### src/rtl/mux2_stream_arbiter_if.sv
// Handshake bundle for the two-input stream arbiter: channels A and B, mux select, output stage.
// Latency: none (wires only).
// Backpressure: carried by a_ready/b_ready (arbiter to sources) and y_ready (sink to arbiter).
interface mux2_stream_arbiter_if #(
  parameter int WIDTH = 8
);
  logic [WIDTH-1:0] a_data;
  logic             a_valid;
  logic             a_ready;
  logic [WIDTH-1:0] b_data;
  logic             b_valid;
  logic             b_ready;
  logic             sel;
  logic [WIDTH-1:0] y_data;
  logic             y_valid;
  logic             y_ready;
  logic             y_src;

  // Arbiter side: consumes A/B and y_ready, produces grants and the output word.
  modport slave (
    input  a_data, a_valid, b_data, b_valid, y_ready,
    output a_ready, b_ready, sel, y_data, y_valid, y_src
  );

  // Environment side: sources on A/B and the sink on Y.
  modport master (
    output a_data, a_valid, b_data, b_valid, y_ready,
    input  a_ready, b_ready, sel, y_data, y_valid, y_src
  );
endinterface

### src/rtl/mux2_stream_arbiter.sv
// Two-input round-robin stream arbiter with bounded bursts, driving the 2:1 mux select and an output DFF stage.
// Latency: 1 cycle from input handshake to y_valid; one word per cycle sustained.
// Backpressure: y_ready low with a word held freezes everything and drops both readies. Macro MUX_ARB_FIXED_PRIO_EN selects fixed A-over-B priority.
module mux2_stream_arbiter #(
  parameter int WIDTH     = 8,
  parameter int MAX_BURST = 4
) (
  input  logic                  clk,
  input  logic                  rst,
  mux2_stream_arbiter_if.slave  bus
);

  typedef enum logic {
    OWN_A = 1'b0,
    OWN_B = 1'b1
  } state_t;

  localparam logic [3:0] MAX_B = 4'(MAX_BURST);

  state_t           state;
  logic [3:0]       cnt;
  logic [WIDTH-1:0] y_data_q;
  logic             y_valid_q;
  logic             y_src_q;

  logic load_en;
  logic owner;
  logic gnt;
  logic gnt_vld;

  // Grant decision: pure function of current valids, owner, burst count and output stage occupancy.
  always_comb begin
    load_en = !y_valid_q || bus.y_ready;
    owner   = (state == OWN_B);
    gnt     = owner;
`ifdef MUX_ARB_FIXED_PRIO_EN
    // A always wins when present; the burst count is tracked but never consulted.
    gnt = !bus.a_valid && bus.b_valid;
`else
    begin
      logic owner_vld;
      logic other_vld;
      owner_vld = owner ? bus.b_valid : bus.a_valid;
      other_vld = owner ? bus.a_valid : bus.b_valid;
      // Owner keeps the grant until its burst is used up, unless nobody else is asking.
      if (owner_vld && ((cnt < MAX_B) || !other_vld)) begin
        gnt = owner;
      end else if (other_vld) begin
        gnt = !owner;
      end else begin
        gnt = owner;
      end
    end
`endif
    gnt_vld = gnt ? bus.b_valid : bus.a_valid;
  end

  assign bus.sel     = gnt && !rst;
  assign bus.a_ready = load_en && !gnt && !rst;
  assign bus.b_ready = load_en && gnt && !rst;
  assign bus.y_data  = y_data_q;
  assign bus.y_valid = y_valid_q;
  assign bus.y_src   = y_src_q;

  // Owner/burst FSM and output register; a pending output word is dropped on reset.
  always_ff @(posedge clk) begin
    if (rst) begin
      state     <= OWN_A;
      cnt       <= 4'd0;
      y_data_q  <= '0;
      y_valid_q <= 1'b0;
      y_src_q   <= 1'b0;
    end else if (load_en) begin
      if (gnt_vld) begin
        y_data_q  <= gnt ? bus.b_data : bus.a_data;
        y_src_q   <= gnt;
        y_valid_q <= 1'b1;
        if (gnt == owner) begin
          cnt <= (cnt >= MAX_B) ? MAX_B : cnt + 4'd1;
        end else begin
          state <= state_t'(gnt);
          cnt   <= 4'd1;
        end
      end else begin
        y_valid_q <= 1'b0;
      end
    end
  end

endmodule

### src/flat_wrapper.sv
// flat-port wrapper written by rule: the top's interface ports become plain ports
module mux2_stream_arbiter_flat 
#(
  parameter int WIDTH     = 8,
  parameter int MAX_BURST = 4
)
  (clk, rst, bus_a_data, bus_a_valid, bus_b_data, bus_b_valid, bus_y_ready, bus_a_ready, bus_b_ready, bus_sel, bus_y_data, bus_y_valid, bus_y_src);
  mux2_stream_arbiter_if #(.WIDTH(WIDTH)) bus_i ();
  input  logic clk;
  input  logic rst;
  input wire logic [$bits(bus_i.a_data)-1:0] bus_a_data;
  input wire logic [$bits(bus_i.a_valid)-1:0] bus_a_valid;
  input wire logic [$bits(bus_i.b_data)-1:0] bus_b_data;
  input wire logic [$bits(bus_i.b_valid)-1:0] bus_b_valid;
  input wire logic [$bits(bus_i.y_ready)-1:0] bus_y_ready;
  output wire logic [$bits(bus_i.a_ready)-1:0] bus_a_ready;
  output wire logic [$bits(bus_i.b_ready)-1:0] bus_b_ready;
  output wire logic [$bits(bus_i.sel)-1:0] bus_sel;
  output wire logic [$bits(bus_i.y_data)-1:0] bus_y_data;
  output wire logic [$bits(bus_i.y_valid)-1:0] bus_y_valid;
  output wire logic [$bits(bus_i.y_src)-1:0] bus_y_src;
  assign bus_i.a_data = bus_a_data;
  assign bus_i.a_valid = bus_a_valid;
  assign bus_i.b_data = bus_b_data;
  assign bus_i.b_valid = bus_b_valid;
  assign bus_i.y_ready = bus_y_ready;
  assign bus_a_ready = bus_i.a_ready;
  assign bus_b_ready = bus_i.b_ready;
  assign bus_sel = bus_i.sel;
  assign bus_y_data = bus_i.y_data;
  assign bus_y_valid = bus_i.y_valid;
  assign bus_y_src = bus_i.y_src;
  mux2_stream_arbiter #(.WIDTH(WIDTH), .MAX_BURST(MAX_BURST)) u_core (.clk(clk), .rst(rst), .bus(bus_i));
endmodule
### config.mk
export PLATFORM = sky130hd
export DESIGN_NAME = mux2_stream_arbiter_flat
export DESIGN_NICKNAME = d
export VERILOG_FILES = /design/src/rtl/mux2_stream_arbiter_if.sv /design/src/rtl/mux2_stream_arbiter.sv /design/src/flat_wrapper.sv
export SDC_FILE = /design/constraint.sdc
export NUM_CORES = 1
export LEC_CHECK = 0
export BUFFER_PORTS_ARGS = -buffer_cell sky130_fd_sc_hd__buf_2
export CAP_MARGIN = 20
export CORE_ASPECT_RATIO = 0.8
export CORE_MARGIN = 5
export CORE_UTILIZATION = 25
export DETAILED_ROUTE_END_ITERATION = 8
export MAX_ROUTING_LAYER = met4
export SETUP_SLACK_MARGIN = 0.2
export SLEW_MARGIN = 5
export SYNTH_ARGS = -nofsm -noshare
export SYNTH_HDL_FRONTEND = slang
export SYNTH_SLANG_ARGS = --single-unit
### constraint.sdc
create_clock -name clk -period 5.15 [get_ports clk]
set_clock_uncertainty 0.15 [all_clocks]
set_input_delay 1.545 -clock clk [delete_from_list [all_inputs] [get_ports clk]]
set_output_delay 1.545 -clock clk [all_outputs]
set_load 0.05 [all_outputs]
# Yosys cells after proc, flatten, opt, wreduce, memory -nomap -nowiden
# Index checks and enable logic that the tools add are counted.
# word_totals
word_cells,34
out_inout_bits,13
regBits,15
in_bits,21
# op_classes
n_lt_le_gt_ge,2
n_eq_ne,1
mux,9
n_reduce_logical,15
bitwise,1
n_addsub,1
# op_table
operator,n
$mux 4,2
$mux 8,1
$logic_and 1x1->1,6
$mux 1,6
$logic_not 1->1,5
$add 4x1->4 const B,1
$ge 4x3->1 const B,1
$lt 4x3->1 const B,1
$reduce_and 3->1,1
$logic_or 1x1->1,2
$reduce_and 2->1,1
$eq 1x1->1,1
$not 1->1,1

# Logic depth before layout (Yosys ltp)
# Gate-level depths: netlist of the first run.
# depth
word_depth,8
ltp_mapped,6
mapped_depth_nobuf,4

# Worst setup path before layout of the first run
# No wires, ideal clock.
# synth_timing
path_type,input port to output port
from,input port bus_a_valid
to,output port bus_b_ready
t_arrival_ns,3.095
path_buffers,1
path_stages,5
required_ns,3.455
setup_slack_ns,0.360
path_cell_list,o21bai_1 > o211ai_2 > buf_6 > inv_1 > nor3_1
# synth_via
elab_chain_len,7
elab_cells_between_ends,9
cone_classes,mux (4); reduce/logical (5)
# synth_lines
element,line_no,rtl
"start, declared",flat_wrapper.sv:12,input wire logic [$bits(bus_i.a_valid)-1:0] bus_a_valid;
$mux 1,mux2_stream_arbiter.sv:44,other_vld = owner ? bus.a_valid : bus.b_valid;
$logic_not 1->1,mux2_stream_arbiter.sv:46,if (owner_vld && ((cnt < MAX_B) || !other_vld)) begin
$logic_or 1x1->1,mux2_stream_arbiter.sv:46,
$logic_and 1x1->1,mux2_stream_arbiter.sv:46,
$mux 1 *,mux2_stream_arbiter.sv:46,
$logic_and 1x1->1 * (2 in series),mux2_stream_arbiter.sv:60,assign bus.b_ready = load_en && gnt && !rst;
"end, declared",flat_wrapper.sv:17,output wire logic [$bits(bus_i.b_ready)-1:0] bus_b_ready;
# Mark *: on every way between the ends. The rest lies on a longest branch, timed or not.

# Final worst setup path of the first run
# layout_timing
from,input port bus_b_valid
to,output port bus_b_ready
# layout_via
elab_chain_len,7
elab_cells_between_ends,9
cone_classes,mux (4); reduce/logical (5)
# layout_lines
element,line_no,rtl
"start, declared",flat_wrapper.sv:14,input wire logic [$bits(bus_i.b_valid)-1:0] bus_b_valid;
$mux 1,mux2_stream_arbiter.sv:44,
$logic_not 1->1,mux2_stream_arbiter.sv:46,
$logic_or 1x1->1,mux2_stream_arbiter.sv:46,
$logic_and 1x1->1,mux2_stream_arbiter.sv:46,
$mux 1 *,mux2_stream_arbiter.sv:46,
$logic_and 1x1->1 * (2 in series),mux2_stream_arbiter.sv:60,
# Marked as above.

==> results.txt, run 1 <==
Status - finished clean
Critical path required time - 3460 ps
Mapped Area - 746 µm²
Via density - 4.44
Largest net degree at the start of global routing - 19
Avg Cell Area, Syn - 8.98 µm²
FILL cells - 307
Diode count - 0
Internal reg-to-reg setup slack - 3380 ps
Most common cell in the netlist - dfxtp_1
Initial antenna violation count - 0
Pre-antenna DRT Iters - 4
Area contributors post-synth - dfxtp_1, mux2i_1, a211oi_1
Routability cong. - 0.676
F_max - 0.216 GHz
Post-CTS setup buffer count - 0
Crit-path max FO - 11
Core footprint - 2810 µm²
Slew Limit Fails - 0
1st-iter DRT viols - 10
Async SR Flop Fraction - 0
Syn_nets - 105
FF+latch count, synth - 15
Die X - 71.1 µm
Final Hold Vio Count - 0
Share of post-route cells with drive strength above 1 - 0.348
Synth unique cells - 27
Synth Warn # - 0
P&R area growth vs syn - 30.7%
TritonCTS clock tree - yes
CTS Sinks - 15
Crit path capture type - primary output
Die ar. - 4180 µm²
Tcrit/Tclk final - 0.898
Main synth FF type - dfxtp_1
Vias - 679
Critical path class - in2out
First-pass GRT wire length - 2970 µm
Startpoint types - input pin
Nets - 138
Max_cap viols - 0
Gr ovfl total - 0
Total GRT Usage - 0.0933
Pleak - 0.436 nW
Power per cell area - 322 nW/µm²
Synth top area share - 0.403
Worst IR Drop VDD - 120 µV
Worst r2r src - u_core.bus.y_valid
I/O pins - 34
Chip Height - 58.9 µm
CP endpoint - bus_b_ready
Reg2Reg Capture Point - u_core.cnt[2]
I/O Buffers - 33
WP data arrival - 2930 ps
Pin slew with the least headroom to its limit - 679 ps
Number of flops mapped to enable cells by yosys - 0
Hold path start - u_core.bus.y_src
Routed Antenna Nets - 0
H-tree depth - 1
Total CTS buffers - 3
# resized after CTS - 0
Sequential share of the synthesized area - 0.403
Commonest cells post-synth - dfxtp_1, nor2_1, a211oi_1, mux2i_1, a21oi_1
Setup TNS - 0 ps
Cells after Synth - 83
DRC viols - 0
Rel. slew slack - 0.546
Vias in the first global route - 663
Worst Hold Class - reg2reg
CTS root buf - clkbuf_8
Clk slew on worst S/H paths - 60 ps
Total chip power - 0.314 mW
R2R cell count - 4
Routed WL per cell - 11.2 µm
Later-pin clock latency in the skew report - 240 ps
Row cnt - 17
DP Wirelength - 1320 µm
Final Setup Violations - 0
Min Clock Period, post-route - 4620 ps
RSZ-0062 raised after global routing - no
Starting Density - 0.266
Worst Setup SP - bus_b_valid
Hold Buf Count CTS - 0
Clock Tree Buf Depth - 2
Post-synth top area cell - dfxtp_1
Routed wire length - 1710 µm
[per-stage QoR]
stage | area (µm²) | std cells | utilization | hold WS, ps | setup WS, ps
final | 975 | 153 | 0.347 | 315 | 528
after global routing | 975 | 153 | 0.347 | 327 | 333
after CTS | 975 | 153 | 0.347 | 317 | 510
after detailed placement | 930 | 149 | 0.331 | 308 | 508
after global placement | 918 | 148 | 0.327 | 297 | 556
after floorplan | 746 | 83 | - | 286 | 360
[worst max-delay path, cell delays in order]
cell and delay (ps):
buf_2 170, nand2b_4 70, o211ai_2 550, inv_1 130, nor3_1 180, buf_2 280
[routing by layer]
metal,up-vias,share of wire,track usage,routed length [µm]
met5,-,0,-,0
met4,0,0.028,0.0643,48
met3,4,0.035,0.0154,59
met2,19,0.48,0.147,818
met1,294,0.46,0.110,783
li1,362,-,-,-
[state kept, by name, indices dropped and copies added (netlist names)]
name,count
u_core.bus.y_data,8
u_core.owner,1
u_core.bus.y_src,1
u_core.cnt,4
u_core.bus.y_valid,1
[placed cells by master (no fill, tap or decap)]
| cell | synthesis | layout |
|---|---|---|
| buf_2 | 2 | 33 |
| dfxtp_1 | 15 | 15 |
| nor2_1 | 12 | 12 |
| mux2i_1 | 8 | 8 |
| a211oi_1 | 8 | 8 |
| a21oi_1 | 6 | 6 |
| nand2_1 | 5 | 5 |
| inv_1 | 3 | 3 |
| nor3_1 | 3 | 3 |
| o21ai_0 | 3 | 3 |
| clkbuf_8 | 0 | 3 |
| nand2b_4 | 1 | 1 |
| o21bai_1 | 1 | 1 |
| nand4bb_1 | 1 | 1 |
| o211ai_2 | 1 | 1 |
| nor2b_1 | 1 | 1 |
| nand2b_1 | 1 | 1 |
| nor3b_1 | 1 | 1 |
| a311o_1 | 1 | 1 |
| a31oi_1 | 1 | 1 |
| mux2_2 | 1 | 1 |
| a22oi_1 | 1 | 1 |
| a221oi_1 | 1 | 1 |
| nand4b_1 | 1 | 1 |
| ha_1 | 1 | 1 |
| clkbuf_1 | 1 | 1 |
| buf_6 | 2 | 1 |
[where the power goes]
group / internal [mW] / leakage (nW) / total [mW] / switching [mW]
logic: 0.0289 / 0.289 / 0.0879 / 0.0590
registers: 0.126 / 0.124 / 0.132 / 0.00598
clock network: 0.0547 / 0.0228 / 0.0942 / 0.0395
[layout make-up]
cell class	count	area [µm²]	share of cell area
well taps	38	47.5	0.0488
flip-flops and latches	15	300	0.308
inverters	3	11.3	0.0116
clock buffers	4	45.0	0.0462
multi-input cells	59	394	0.404
repair buffers	34	176	0.181
[kinds of logic (layout without fill, tap and decap cells)]
group,Yosys count,count (layout),synth area share
and+or+nand+nor,26,26,0.178
AOI/OAI and AO/OA,23,23,0.211
DFF,15,15,0.403
muxes,9,9,0.122
buffers and inverters,9,41,0.0688
adders and majority gates,1,1,0.0168
[worst min path at each step]
| stage | endpoint | slack (ps) | depth (start not counted) |
|---|---|---|---|
| 3_5_place_dp | u_core.cnt[1] | 310 | 2 |
| 6_report | u_core.bus.y_src | 310 | 2 |
| 2_1_floorplan | u_core.cnt[1] | 290 | 2 |
| 3_3_place_gp | u_core.cnt[1] | 300 | 2 |
| 4_1_cts | u_core.cnt[1] | 320 | 2 |
| 5_1_grt | u_core.bus.y_src | 330 | 2 |
Power figures use the tool's default switching activity.
==> inputs of run 2 (changes only) <==
ABC_AREA = 1   (was not set)
==> run 2 against run 1 <==
Final area increased by 8.6%. Sequential share of layout area decreased by 2.4 points. Combinational power is 11% higher. Largest power group unchanged.
==> results.txt, run 2 <==
Most common cell in the netlist - nand3_1
Worst IR Drop VDD - 149 µV
Worst Hold Class - reg2reg
Routed Antenna Nets - 0
Critical path class - in2out
Total CTS buffers - 3
Internal reg-to-reg setup slack - 3740 ps
Die ar. - 4540 µm²
Synth unique cells - 22
Async SR Flop Fraction - 0
Final Setup Violations - 0
Mapped Area - 821 µm²
Max_cap viols - 0
WP data arrival - 2540 ps
Pleak - 0.612 nW
Largest net degree at the start of global routing - 21
Setup TNS - 0 ps
Startpoint types - input pin
FF+latch count, synth - 15
Commonest non-fill, non-tap cell in the layout - buf_2
Combinational family with the most area after synthesis - simple AND/OR/NAND/NOR gates
Post-synthesis compound-gate area fraction - 0.0503
Pre-antenna DRT Iters - 4
Chip Height - 61.3 µm
DRC viols - 0
Vias in the first global route - 711
NetSw - 0.114 mW
H-tree depth - 1
Slew Limit Fails - 0
Hold Buf Count CTS - 0
Synth Warn # - 0
Flop pwr share - 0.405
Pin slew with the least headroom to its limit - 363 ps
CTS Sinks - 15
Most frequent cells in the layout - buf_2, nand3_1, nor2_1
P&R area growth vs syn - 29.0%
Area contributors post-synth - dfxtp_1, nand3_1, nor2_1
Multi-input logic area - 430 µm²
R2R cell count - 5
Critical path required time - 3460 ps
Routed WL per cell - 11.0 µm
First-pass GRT wire length - 3360 µm
Tcrit/Tclk final - 0.822
Diode count - 0
# resized after CTS - 0
Hold path depth - 2
Crit-path max FO - 10
Power share of the clock group - 0.294
Syn_nets - 142
FF+latch area - 300 µm²
Commonest cells post-synth - nand3_1, nor2_1, inv_1, nand2_1, dfxtp_1
Worst r2r src - u_core.bus.y_valid
Internal - 0.209 mW
I/O pins - 34
1st-iter DRT viols - 50
TritonCTS clock tree - yes
Total GRT Usage - 0.100
WHS Endpoint - u_core.cnt[3]
Final Hold Vio Count - 0
Multiplexer share of the synthesized area - 0
Power per cell area - 305 nW/µm²
Number of flops mapped to enable cells by yosys - 0
FILL cells - 360
Post-synth top area cell - dfxtp_1
Simple-gate share of the synthesized area - 0.459
Main synth FF type - dfxtp_1
Cells after Synth - 120
Max reg flops - 8
Total chip power - 0.323 mW
Clk slew on worst S/H paths - 60 ps
Sw frac - 0.353
RSZ-0062 raised after global routing - no
Crit path capture type - primary output
Sequential share of the synthesized area - 0.366
Gr ovfl total - 0
Min Clock Period, post-route - 4230 ps
Clock Tree Buf Depth - 2
Via density - 4.41
Share of post-route cells with drive strength above 1 - 0.312
DP Wirelength - 1630 µm
Core footprint - 3130 µm²
Rel. slew slack - 0.757
Later-pin clock latency in the skew report - 250 ps
Vias - 855
Routed wire length - 2140 µm
Synth top area share - 0.366
Row cnt - 18
Adder-Cell Fraction of Synth Area - 0.0152
Starting Density - 0.262
I/O Buffers - 33
F_max - 0.236 GHz
Xor and xnor area share after synthesis - 0
Reg2Reg Capture Point - u_core.cnt[2]
Routability cong. - 0.731
Part of the power in combinational logic - 0.302
Avg Cell Area, Syn - 6.84 µm²
Hold path start - u_core.cnt[3]
Post-CTS setup buffer count - 0
Die X - 74.1 µm
Initial antenna violation count - 0
Final core occ - 0.338
Nets - 177
CTS root buf - clkbuf_8
Status - finished clean
==> run 2: stage by stage <==
stage	cell area [µm²]	setup slack (ps)	cells	hold WS, ps
2_1_floorplan	821	535	120	297
3_3_place_gp	1010	975	190	314
3_5_place_dp	1010	925	190	313
4_1_cts	1060	923	194	322
5_1_grt	1060	833	194	358
6_report	1060	916	194	318
==> run 2: worst max path at each step <==
stage / start / endpoint / slack (ps) / cells past startpoint
2_1_floorplan: bus_b_valid / bus_a_ready / 540 / 5
6_report: bus_a_valid / bus_b_ready / 920 / 7
3_3_place_gp: bus_a_valid / bus_b_ready / 970 / 7
4_1_cts: bus_a_valid / bus_b_ready / 920 / 7
3_5_place_dp: bus_a_valid / bus_b_ready / 920 / 7
5_1_grt: bus_a_valid / bus_b_ready / 830 / 7
==> run 2: worst max-delay path, cell delays in order <==
cell and delay, ps:
buf_2 120, nand2_1 90, nand3_2 210, nand2_4 160, nand2_2 70, nor2_1 80, buf_2 270
==> run 2: kinds of logic (layout without fill, tap and decap cells) <==
| logic type | after synthesis | count (layout) |
|---|---|---|
| compound gates | 7 | 7 |
| simple gates | 76 | 76 |
| fa+ha+maj | 1 | 1 |
| flops | 15 | 15 |
| buf+inv | 21 | 55 |
==> run 2: layout make-up <==
cell class                      count  share of cell area
Sequential cell                    15               0.284
Timing Repair Buffer               33               0.156
Inverter                           18              0.0638
Clock buffer                        4              0.0426
Multi-Input combinational cell     84               0.407
Tap cell                           40              0.0473
==> run 2: per-layer routing <==
layer  routed length (µm)  vias up  share of wire  track usage
li1                     -      455              -            -
met1                 1080      362           0.51        0.147
met2                  829       34           0.39        0.129
met3                  190        4          0.089       0.0277
met4                   34        0          0.016       0.0310
met5                    0        -              0            -
==> run 2: power groups by stage <==
stage	sequential (mW)	clock (mW)	combinational, mW
after floorplan	0.160	0	0.0479
after global placement	0.133	0	0.0983
after detailed placement	0.133	0	0.0977
after CTS	0.131	0.0993	0.0983
after global routing	0.132	0.103	0.107
final	0.131	0.0950	0.0975
